--- src/rtl/arb_pkg.sv ---
// Shared types and helpers for the round-robin grant arbiter: FSM state encoding,
// rotate/one-hot helpers over a fixed-width container, and default constants.
package arb_pkg;

   localparam int ARB_N_DEF   = 8;
   localparam int ARB_TMO_DEF = 16;

   // Helpers work on a fixed container; callers zero-extend and size-cast back to N bits
   localparam int ARB_NMAX = 64;
   localparam int ARB_IDXW = 6;

   typedef enum logic [0:0] {
      ARB_IDLE = 1'b0,
      ARB_BUSY = 1'b1
   } arb_state_e;

   // Rotate the low n bits right by amt (amt < n): r[i] = v[(i + amt) mod n]
   function automatic logic [ARB_NMAX-1:0] arb_rotr(input logic [ARB_NMAX-1:0] v,
                                                     input int amt, input int n);
      logic [ARB_NMAX-1:0] r;
      int j;
      r = {ARB_NMAX{1'b0}};
      for (int i = 0; i < ARB_NMAX; i++) begin
         j = i + amt;
         if (j >= n) begin
            j = j - n;
         end else begin
            j = j;
         end
         if (i < n) begin
            r[i] = v[j[ARB_IDXW-1:0]];
         end else begin
            r[i] = 1'b0;
         end
      end
      return r;
   endfunction

   // Rotate the low n bits left by amt (amt < n): r[(i + amt) mod n] = v[i]
   function automatic logic [ARB_NMAX-1:0] arb_rotl(input logic [ARB_NMAX-1:0] v,
                                                     input int amt, input int n);
      logic [ARB_NMAX-1:0] r;
      int j;
      r = {ARB_NMAX{1'b0}};
      for (int i = 0; i < ARB_NMAX; i++) begin
         j = i + amt;
         if (j >= n) begin
            j = j - n;
         end else begin
            j = j;
         end
         if (i < n) begin
            r[j[ARB_IDXW-1:0]] = v[i];
         end else begin
            r = r;
         end
      end
      return r;
   endfunction

   function automatic logic [ARB_IDXW-1:0] arb_oh2idx(input logic [ARB_NMAX-1:0] v);
      logic [ARB_IDXW-1:0] idx;
      idx = {ARB_IDXW{1'b0}};
      for (int i = 0; i < ARB_NMAX; i++) begin
         if (v[i]) begin
            idx = idx | ARB_IDXW'(i);
         end else begin
            idx = idx;
         end
      end
      return idx;
   endfunction

endpackage

--- src/rtl/rr_rot_pick.sv ---
// Combinational round-robin pick: rotate req so the pointer lands at the search
// origin, take the first set bit in the search direction, rotate back.
module rr_rot_pick
   import arb_pkg::*;
#(
   parameter int N  = ARB_N_DEF,
   parameter int IW = $clog2(N)
) (
   input  logic [N-1:0]  req,
   input  logic [IW-1:0] ptr,
   input  logic          msb_first,
   output logic [N-1:0]  win,
   output logic          found
);

   int                  amt_s;
   logic [ARB_NMAX-1:0] rot_s;
   logic [ARB_NMAX-1:0] sel_s;
   logic [ARB_NMAX-1:0] win_pad_s;
   logic                hit_s;

   // Descending search puts ptr at the top bit and takes the highest set bit
   always_comb begin
      amt_s = 0;
      if (msb_first) begin
         if (ptr == IW'(N-1)) begin
            amt_s = 0;
         end else begin
            amt_s = int'(ptr) + 1;
         end
      end else begin
         amt_s = int'(ptr);
      end

      rot_s = arb_rotr(ARB_NMAX'(req), amt_s, N);
      sel_s = {ARB_NMAX{1'b0}};
      hit_s = 1'b0;
      if (msb_first) begin
         for (int i = ARB_NMAX-1; i >= 0; i--) begin
            if ((i < N) && rot_s[i] && !hit_s) begin
               sel_s[i] = 1'b1;
               hit_s    = 1'b1;
            end else begin
               hit_s = hit_s;
            end
         end
      end else begin
         for (int i = 0; i < ARB_NMAX; i++) begin
            if ((i < N) && rot_s[i] && !hit_s) begin
               sel_s[i] = 1'b1;
               hit_s    = 1'b1;
            end else begin
               hit_s = hit_s;
            end
         end
      end

      win_pad_s = arb_rotl(sel_s, amt_s, N);
      win       = N'(win_pad_s);
      found     = |req;
   end

endmodule

--- src/rtl/rr_grant_arb.sv ---
// Registered round-robin grant stage with multi-beat hold, abort on request drop
// and an optional stall timeout enabled by the ARB_TIMEOUT_EN macro.
module rr_grant_arb
   import arb_pkg::*;
#(
   parameter int N         = ARB_N_DEF,
   parameter int IW        = $clog2(N),
   parameter int MSB_FIRST = 0,
   parameter int TMO       = ARB_TMO_DEF
) (
   input  logic          clk,
   input  logic          rst,
   input  logic [N-1:0]  req,
   input  logic [N-1:0]  req_last,
   input  logic          gnt_ready,
   output logic          gnt_valid,
   output logic [N-1:0]  gnt,
   output logic [IW-1:0] gnt_idx,
   output logic          gnt_abort,
   output logic          gnt_tmo
);

   localparam logic DIR = (MSB_FIRST != 0) ? 1'b1 : 1'b0;

   arb_state_e    state_q, state_d;
   logic [N-1:0]  gnt_q, gnt_d;
   logic [IW-1:0] gnt_idx_q, gnt_idx_d;
   logic [IW-1:0] ptr_q, ptr_d;
   logic          abort_q, abort_d;

   logic [IW-1:0] adv_ptr_s;
   logic [IW-1:0] pick_ptr_s;
   logic [N-1:0]  pick_req_s;
   logic [N-1:0]  win_s;
   logic [IW-1:0] win_idx_s;
   logic          found_s;
   logic          cur_req_s;
   logic          cur_last_s;
   logic          tmo_hit_s;

   // While busy the picker already looks at the post-completion pointer and masked req
   always_comb begin
      cur_req_s  = req[gnt_idx_q];
      cur_last_s = req_last[gnt_idx_q];
      if (DIR) begin
         if (gnt_idx_q == {IW{1'b0}}) begin
            adv_ptr_s = IW'(N-1);
         end else begin
            adv_ptr_s = gnt_idx_q - IW'(1);
         end
      end else begin
         if (gnt_idx_q == IW'(N-1)) begin
            adv_ptr_s = {IW{1'b0}};
         end else begin
            adv_ptr_s = gnt_idx_q + IW'(1);
         end
      end
      if (state_q == ARB_BUSY) begin
         pick_ptr_s = adv_ptr_s;
         pick_req_s = req & ~gnt_q;
      end else begin
         pick_ptr_s = ptr_q;
         pick_req_s = req;
      end
      win_idx_s = IW'(arb_oh2idx(ARB_NMAX'(win_s)));
   end

   rr_rot_pick #(
      .N  (N),
      .IW (IW)
   ) u_pick (
      .req       (pick_req_s),
      .ptr       (pick_ptr_s),
      .msb_first (DIR),
      .win       (win_s),
      .found     (found_s)
   );

   // Next-state: abort and timeout release without re-pick; completion re-picks same cycle
   always_comb begin
      state_d   = state_q;
      gnt_d     = gnt_q;
      gnt_idx_d = gnt_idx_q;
      ptr_d     = ptr_q;
      abort_d   = 1'b0;
      case (state_q)
         ARB_IDLE: begin
            if (found_s) begin
               state_d   = ARB_BUSY;
               gnt_d     = win_s;
               gnt_idx_d = win_idx_s;
            end else begin
               gnt_d     = {N{1'b0}};
               gnt_idx_d = {IW{1'b0}};
            end
         end
         ARB_BUSY: begin
            if (!cur_req_s || tmo_hit_s) begin
               abort_d   = !cur_req_s;
               ptr_d     = adv_ptr_s;
               state_d   = ARB_IDLE;
               gnt_d     = {N{1'b0}};
               gnt_idx_d = {IW{1'b0}};
            end else if (gnt_ready && cur_last_s) begin
               ptr_d = adv_ptr_s;
               if (found_s) begin
                  gnt_d     = win_s;
                  gnt_idx_d = win_idx_s;
               end else begin
                  state_d   = ARB_IDLE;
                  gnt_d     = {N{1'b0}};
                  gnt_idx_d = {IW{1'b0}};
               end
            end else begin
               state_d = ARB_BUSY;
            end
         end
         default: begin
            state_d   = ARB_IDLE;
            gnt_d     = {N{1'b0}};
            gnt_idx_d = {IW{1'b0}};
         end
      endcase
   end

   // Arbiter state registers
   always_ff @(posedge clk or posedge rst) begin
      if (rst) begin
         state_q   <= ARB_IDLE;
         gnt_q     <= {N{1'b0}};
         gnt_idx_q <= {IW{1'b0}};
         ptr_q     <= {IW{1'b0}};
         abort_q   <= 1'b0;
      end else begin
         state_q   <= state_d;
         gnt_q     <= gnt_d;
         gnt_idx_q <= gnt_idx_d;
         ptr_q     <= ptr_d;
         abort_q   <= abort_d;
      end
   end

`ifdef ARB_TIMEOUT_EN
   localparam int CW = $clog2(TMO+1);

   logic [CW-1:0] tcnt_q, tcnt_d;
   logic          tmo_q, tmo_d;

   // Fire one cycle early so the release lands after exactly TMO stalled busy cycles
   always_comb begin
      tmo_hit_s = (state_q == ARB_BUSY) && !gnt_ready && (tcnt_q == CW'(TMO-1));
      tmo_d     = tmo_hit_s && cur_req_s;
      if ((state_q == ARB_BUSY) && (state_d == ARB_BUSY) && !gnt_ready) begin
         tcnt_d = tcnt_q + CW'(1);
      end else begin
         tcnt_d = {CW{1'b0}};
      end
   end

   // Timeout counter and pulse registers
   always_ff @(posedge clk or posedge rst) begin
      if (rst) begin
         tcnt_q <= {CW{1'b0}};
         tmo_q  <= 1'b0;
      end else begin
         tcnt_q <= tcnt_d;
         tmo_q  <= tmo_d;
      end
   end

   assign gnt_tmo = tmo_q;
`else
   assign tmo_hit_s = 1'b0;
   assign gnt_tmo   = 1'b0;
`endif

   assign gnt_valid = (state_q == ARB_BUSY);
   assign gnt       = gnt_q;
   assign gnt_idx   = gnt_idx_q;
   assign gnt_abort = abort_q;

endmodule

--- config.mk ---
export PLATFORM = sky130hd
export DESIGN_NAME = rr_grant_arb
export DESIGN_NICKNAME = d
export VERILOG_FILES = /design/src/rtl/arb_pkg.sv /design/src/rtl/rr_rot_pick.sv /design/src/rtl/rr_grant_arb.sv
export SDC_FILE = /design/constraint.sdc
export NUM_CORES = 1
export LEC_CHECK = 0
export ABC_AREA = 0
export CAP_MARGIN = 15
export CORE_MARGIN = 2
export CORE_UTILIZATION = 53
export CTS_BUF_LIST = sky130_fd_sc_hd__clkbuf_8
export CTS_CLUSTER_SIZE = 30
export DETAILED_ROUTE_END_ITERATION = 8
export GPL_ROUTABILITY_DRIVEN = 0
export PLACE_DENSITY = 0.77
export SLEW_MARGIN = 20
export SYNTH_ARGS = -nofsm -noshare
export SYNTH_HDL_FRONTEND = slang
export SYNTH_SLANG_ARGS = --single-unit
--- constraint.sdc ---
create_clock -name clk -period 4.2 [get_ports clk]
set_input_delay 1.26 -clock clk [delete_from_list [all_inputs] [get_ports clk]]
set_output_delay 1.26 -clock clk [all_outputs]
set_load 0.1 [all_outputs]
== Yosys cells after proc, flatten, opt, wreduce, memory -nomap -nowiden ==
Index checks and enable logic that the tools add are counted.
Cells by class
  add/sub/neg operators: 16
  $lt $le $gt $ge: 25
  equality and inequality tests: 3
  multiplexer cells: 91
  bitwise gates (word level): 4
  reductions and logical operators: 26
Operator list (number)
  $bwmux W64: 7
  $ge A32 B5 Y1 const B: 7
  $and A64 B64 Y64: 1
  $lt A6 B7 Y1 const B: 8
  $bmux W1 S6: 8
  $demux W1 S6: 8
  $ge A6 B1 Y1 const B: 8
  $mux W6: 8
  $sub A6 B5 Y6 const B: 7
  $mux W1: 38
  $mux W3: 11
  $mux W8: 4
  $add A3 B3 Y4 const A: 4
  $logic_and A1 B1 Y1: 16
  $pmux W8 S2: 1
  $add A2 B3 Y4 const A: 2
  $and A8 B8 Y8: 1
  $logic_not A1 Y1: 8
  $not A8 Y8: 1
  $reduce_or A8 Y1: 1
  $bmux W1 S3: 2
  $pmux W3 S2: 1
  $sub A3 B4 Y5 const B: 1
  $add A1 B3 Y4 const A: 1
  other kinds (10): 11
Word-level totals
  register bits: 16
  input port bits: 19
  output and inout bits: 14
  word-level logic and storage cells: 170

== Logic depth before layout (Yosys ltp) ==
  depth after elaboration: 41
  depth in mapped cells: 18

== Cells and area by module ==
Synthesis repeated with hierarchy kept, for this count alone.
Unflattened totals
  cells, all modules: 455
  area, all modules: 3467.1 um2
By module, submodules not included
  rr_rot_pick: times used 1, cells an instance 322, area an instance 2279.7 um2, sequential area each 0.0 um2
  rr_grant_arb: times used 1, cells an instance 133, area an instance 1187.4 um2, sequential area each 400.4 um2

== Least setup slack after synthesis ==
No wires, ideal clock.
  path type: register -> register
  from: reg gnt_idx_q[1] (netlist: gnt_idx[1])
  to: reg gnt_idx_q[1] (netlist: gnt_idx[1])
  setup time: 73 ps
  data arrival time: 4920 ps
  data required time: 4127 ps
  slack: -793 ps
  cell stages (with the launch flop): 18
  path buffers: 3
  clock period less this slack: 4993 ps
  path through: dfrtp_1 > ha_1 > ha_1 > nor3b_4 > nor2_4 > inv_2 > clkbuf_1 > clkbuf_1 > ha_1 > ha_1 > clkbuf_1 > inv_1 > mux2_4 > or4_4 > nor3_2 > a32oi_1 > a31oi_1 > nand4b_1
Between the ends
  cells in the longest elaborated chain, start to end: 40
  elaborated cells between the ends (all ways): 143
RTL lines
  from (decl): RTL line rr_grant_arb.sv:27  | logic [IW-1:0] gnt_idx_q, gnt_idx_d;
  from (signal assigned): RTL line rr_grant_arb.sv:131  | gnt_idx_q <= {IW{1'b0}};
  from (signal assigned): RTL line rr_grant_arb.sv:137  | gnt_idx_q <= gnt_idx_d;
  parallel branches: the longest is 40 deep, another holds $ge A32 B5 Y1
Parallel ways; which one is timed is not known. The select of a mux whose other input is x is not followed.
A chain may end at the register's enable or synchronous reset.

== Final worst setup path ==
Ends and elaborated chain as after synthesis.

==> results.toml <==
[run_status]
status = "finished clean"

[sta]
holdWs_ps = 538
worst_slew_pin_slew_ps = 985
hold_viol = 0
skew_ps = 6.87
rsz0062_at_grt = "false"
max_freq_ghz = 0.244
slew_viol_final = 0
max_slew_margin_pct = 34.1
setup_viol = 0
timing.final.crit_period_ps = 4090
post-route-period-util_pct = 97.4

[cts]
path_clk_slew_ps = 60
ctsResizeCount = 0
cts_buffers = 3
cts_hold_buf = 0
worstSkewPairLatency_ps = 260
cts_tree = "done"
htree_levels = 1
cts_buffer_depth = 2
clock_sinks = 16
cts-root-buf = "clkbuf_8"
postCtsSetupBuffers = 0

[synth]
synthArstFlopShare_pct = 100
synth_xor_area_share_pct = 0
synth_cells = 333
synth-simple-area-share_pct = 27.9
synth_top_family_by_area = "compound AO/OA/AOI/OAI gates"
muxShareOfSynthArea_pct = 16.6
syn-cell-area_sq_um = 2750
synth_compound_area_share_pct = 28.5
synth_edf_count = 0
synth.distinct_cells = 70
yosys_warnings = 0
synth_top_flop_cell = "dfrtp_1"
synthAdderAreaFrac_pct = 7.72
syn_nets = 369
yosysSeqAreaShare_pct = 14.5
syn_avg_cell_area_sq_um = 8.27
ys_ff_latch = 16

[place]
io_buffers = 31
placed_cells = 456
hpwl_mm = 7.85

[cells_and_area]
diodes = 0
fillers = 428
fin_nets = 427
final_layout_size_suffix_gt1_share_pct = 23.3
area_growth_pct = 26.4
instances_no_fill = 460

[worst_hold_path]
hold_class = "flip-flop to flip-flop"
min_path_cells = 2
min_from = "gnt[6]"
hold_end = "gnt[6]"

[run]
drv_cap = 0

[floorplan]
die_h_microns = 76.1
start_util_pct = 54.3
rows = 26
core_sq_um = 5070
die_w_microns = 76.1
die_area_sq_um = 5790
io_pins = 33

[global_route]
grt_overflow_total = 0
track_usage_pct = 35.0
grt_start_max_net_pins = 21
antenna_found_initial = 0
grt_pass1_wl_mm = 16.3
grt_pass1_vias = 3148

[worst_setup_path]
crit_fanout = 8
start_kind = "flip-flop"
critPathArrivalTime_ps = 4220
endpoint_kind = "flip-flop"
timing.rr.end = "gnt_idx[1]"
worstPathRequired_ps = 4320
rrSetupSlack_ps = 110
ff2ff_path_depth = 13
worstSetupPathType = "flip-flop to flip-flop"
rr_startpoint = "gnt_idx[1]"

[routing]
vias = 3368
ant_nets = 0
routed_wirelength_mm = 10.3
via_per_inst = 7.32
wl_per_cell_microns = 22.3
drtPass1Iterations = 5
first_iter_violations = 388
drc = 0
==> area by class of cell <==
class / count / area, sq um / share of cell area [%]
Inverter: 8 / 32.5 / 0.934
Timing Repair Buffer: 72 / 616 / 17.7
Tap cell: 70 / 87.6 / 2.52
Clock buffer: 4 / 55.1 / 1.58
Sequential cell: 16 / 410 / 11.8
Multi-Input combinational cell: 290 / 2280 / 65.5
==> Yosys cell counts, types with 3 or more instances <==
cell type   n  share of area (%)
o211ai_1    3               0.82
a211oi_1    6                1.6
and3_1      6                1.4
a22oi_1     3               0.82
clkbuf_1   10                1.4
nand2b_1    6                1.4
buf_2       5               0.91
a32oi_1     6                1.9
nand3_1    19                3.5
mux4_2     12                9.8
o31ai_1     3               0.82
mux2_2      6                2.5
a22o_1      3               0.95
dfrtp_1    16                 15
nor2b_1    10                2.3
a32o_1      3                1.1
o21ai_0    10                1.8
inv_1       6               0.82
o221ai_1    3               0.95
a221oi_1    3               0.95
nand4_1     6                1.4
nor4_1      3               0.68
a21oi_1    19                3.5
a2111oi_0   5                1.6
nor2_1     15                2.0
nand2_1    41                5.6
a31oi_1     9                2.0
and2_1      3               0.68
a21boi_0   11                3.0
nor3_1      3               0.55
mux2i_1     9                3.3
ha_1       17                7.7
==> state kept, by name (all words and copies together) (netlist names) <==
signal     cells
gnt            8
gnt_idx        3
ptr_q          3
gnt_abort      1
gnt_valid      1
==> critical path: stages, from the launching register on <==
cell      delay, ps
dfrtp_4         530
ha_1            200
ha_1            260
nand3b_4        210
and2_4          210
ha_4            330
mux4_2          540
mux2_2          300
buf_4           170
and4_1          230
a221o_1         360
a221o_1         300
a31oi_4         210
nand4b_1        110
==> per-layer routing <==
layer / routed length (microns) / GRT usage, % / vias up
li1: - / - / 1426
met1: 3850 / 44.5 / 1554
met2: 4530 / 56.4 / 319
met3: 1260 / 6.40 / 69
met4: 614 / 19.1 / 0
met5: 0 / 0 / -
==> metrics by stage <==
stage          setup TNS (ps)  setup slack [ps]  cell area (sq um)  utilization, %
6_report                    0               108               3480            68.6
2_1_floorplan               0              11.8               2810               -
3_3_place_gp             -240              -107               3400            67.1
5_1_grt                     0              8.66               3480            68.6
3_5_place_dp             -381              -137               3400            67.1
4_1_cts                     0              91.2               3460            68.2
==> worst max path at each step <==
stage               startpoint    endpoint  cells past startpoint
floorplan           gnt_idx[1]  gnt_idx[1]                     17
global placement        req[2]  gnt_idx[1]                      9
detailed placement      req[2]  gnt_idx[1]                      9
CTS                 gnt_idx[1]  gnt_idx[1]                     13
global route            req[3]  gnt_idx[1]                     11
finish              gnt_idx[1]  gnt_idx[1]                     13
==> logic make-up after synthesis <==
| logic type | count (synthesis) |
|---|---|
| compound gates | 109 |
| buf+inv | 27 |
| fa+ha+maj | 17 |
| other cells | 1 |
| mux | 29 |
| simple gates | 134 |
| flops | 16 |
==> layout by cell type, fill, tap and decap left out, types with 6 or more instances in the layout <==
| cell | instances |
|---|---|
| ha_1 | 15 |
| o21ai_0 | 10 |
| a32oi_1 | 6 |
| a211oi_1 | 6 |
| nor2_1 | 15 |
| a21boi_0 | 7 |
| mux4_2 | 12 |
| clkdlybuf4s50_1 | 30 |
| buf_4 | 42 |
| a31oi_1 | 7 |
| mux2i_1 | 9 |
| dfrtp_1 | 12 |
| nand2b_1 | 6 |
| a21boi_1 | 6 |
| nand4_1 | 6 |
| nor2b_1 | 10 |
| a21oi_1 | 19 |
| nand3_1 | 19 |
| and3_1 | 6 |
| mux2_2 | 6 |
| nand2_1 | 41 |
Power is left out: the tool's default activity adds up to more than one toggle a clock period on the data nets, which glitch-free logic cannot reach.
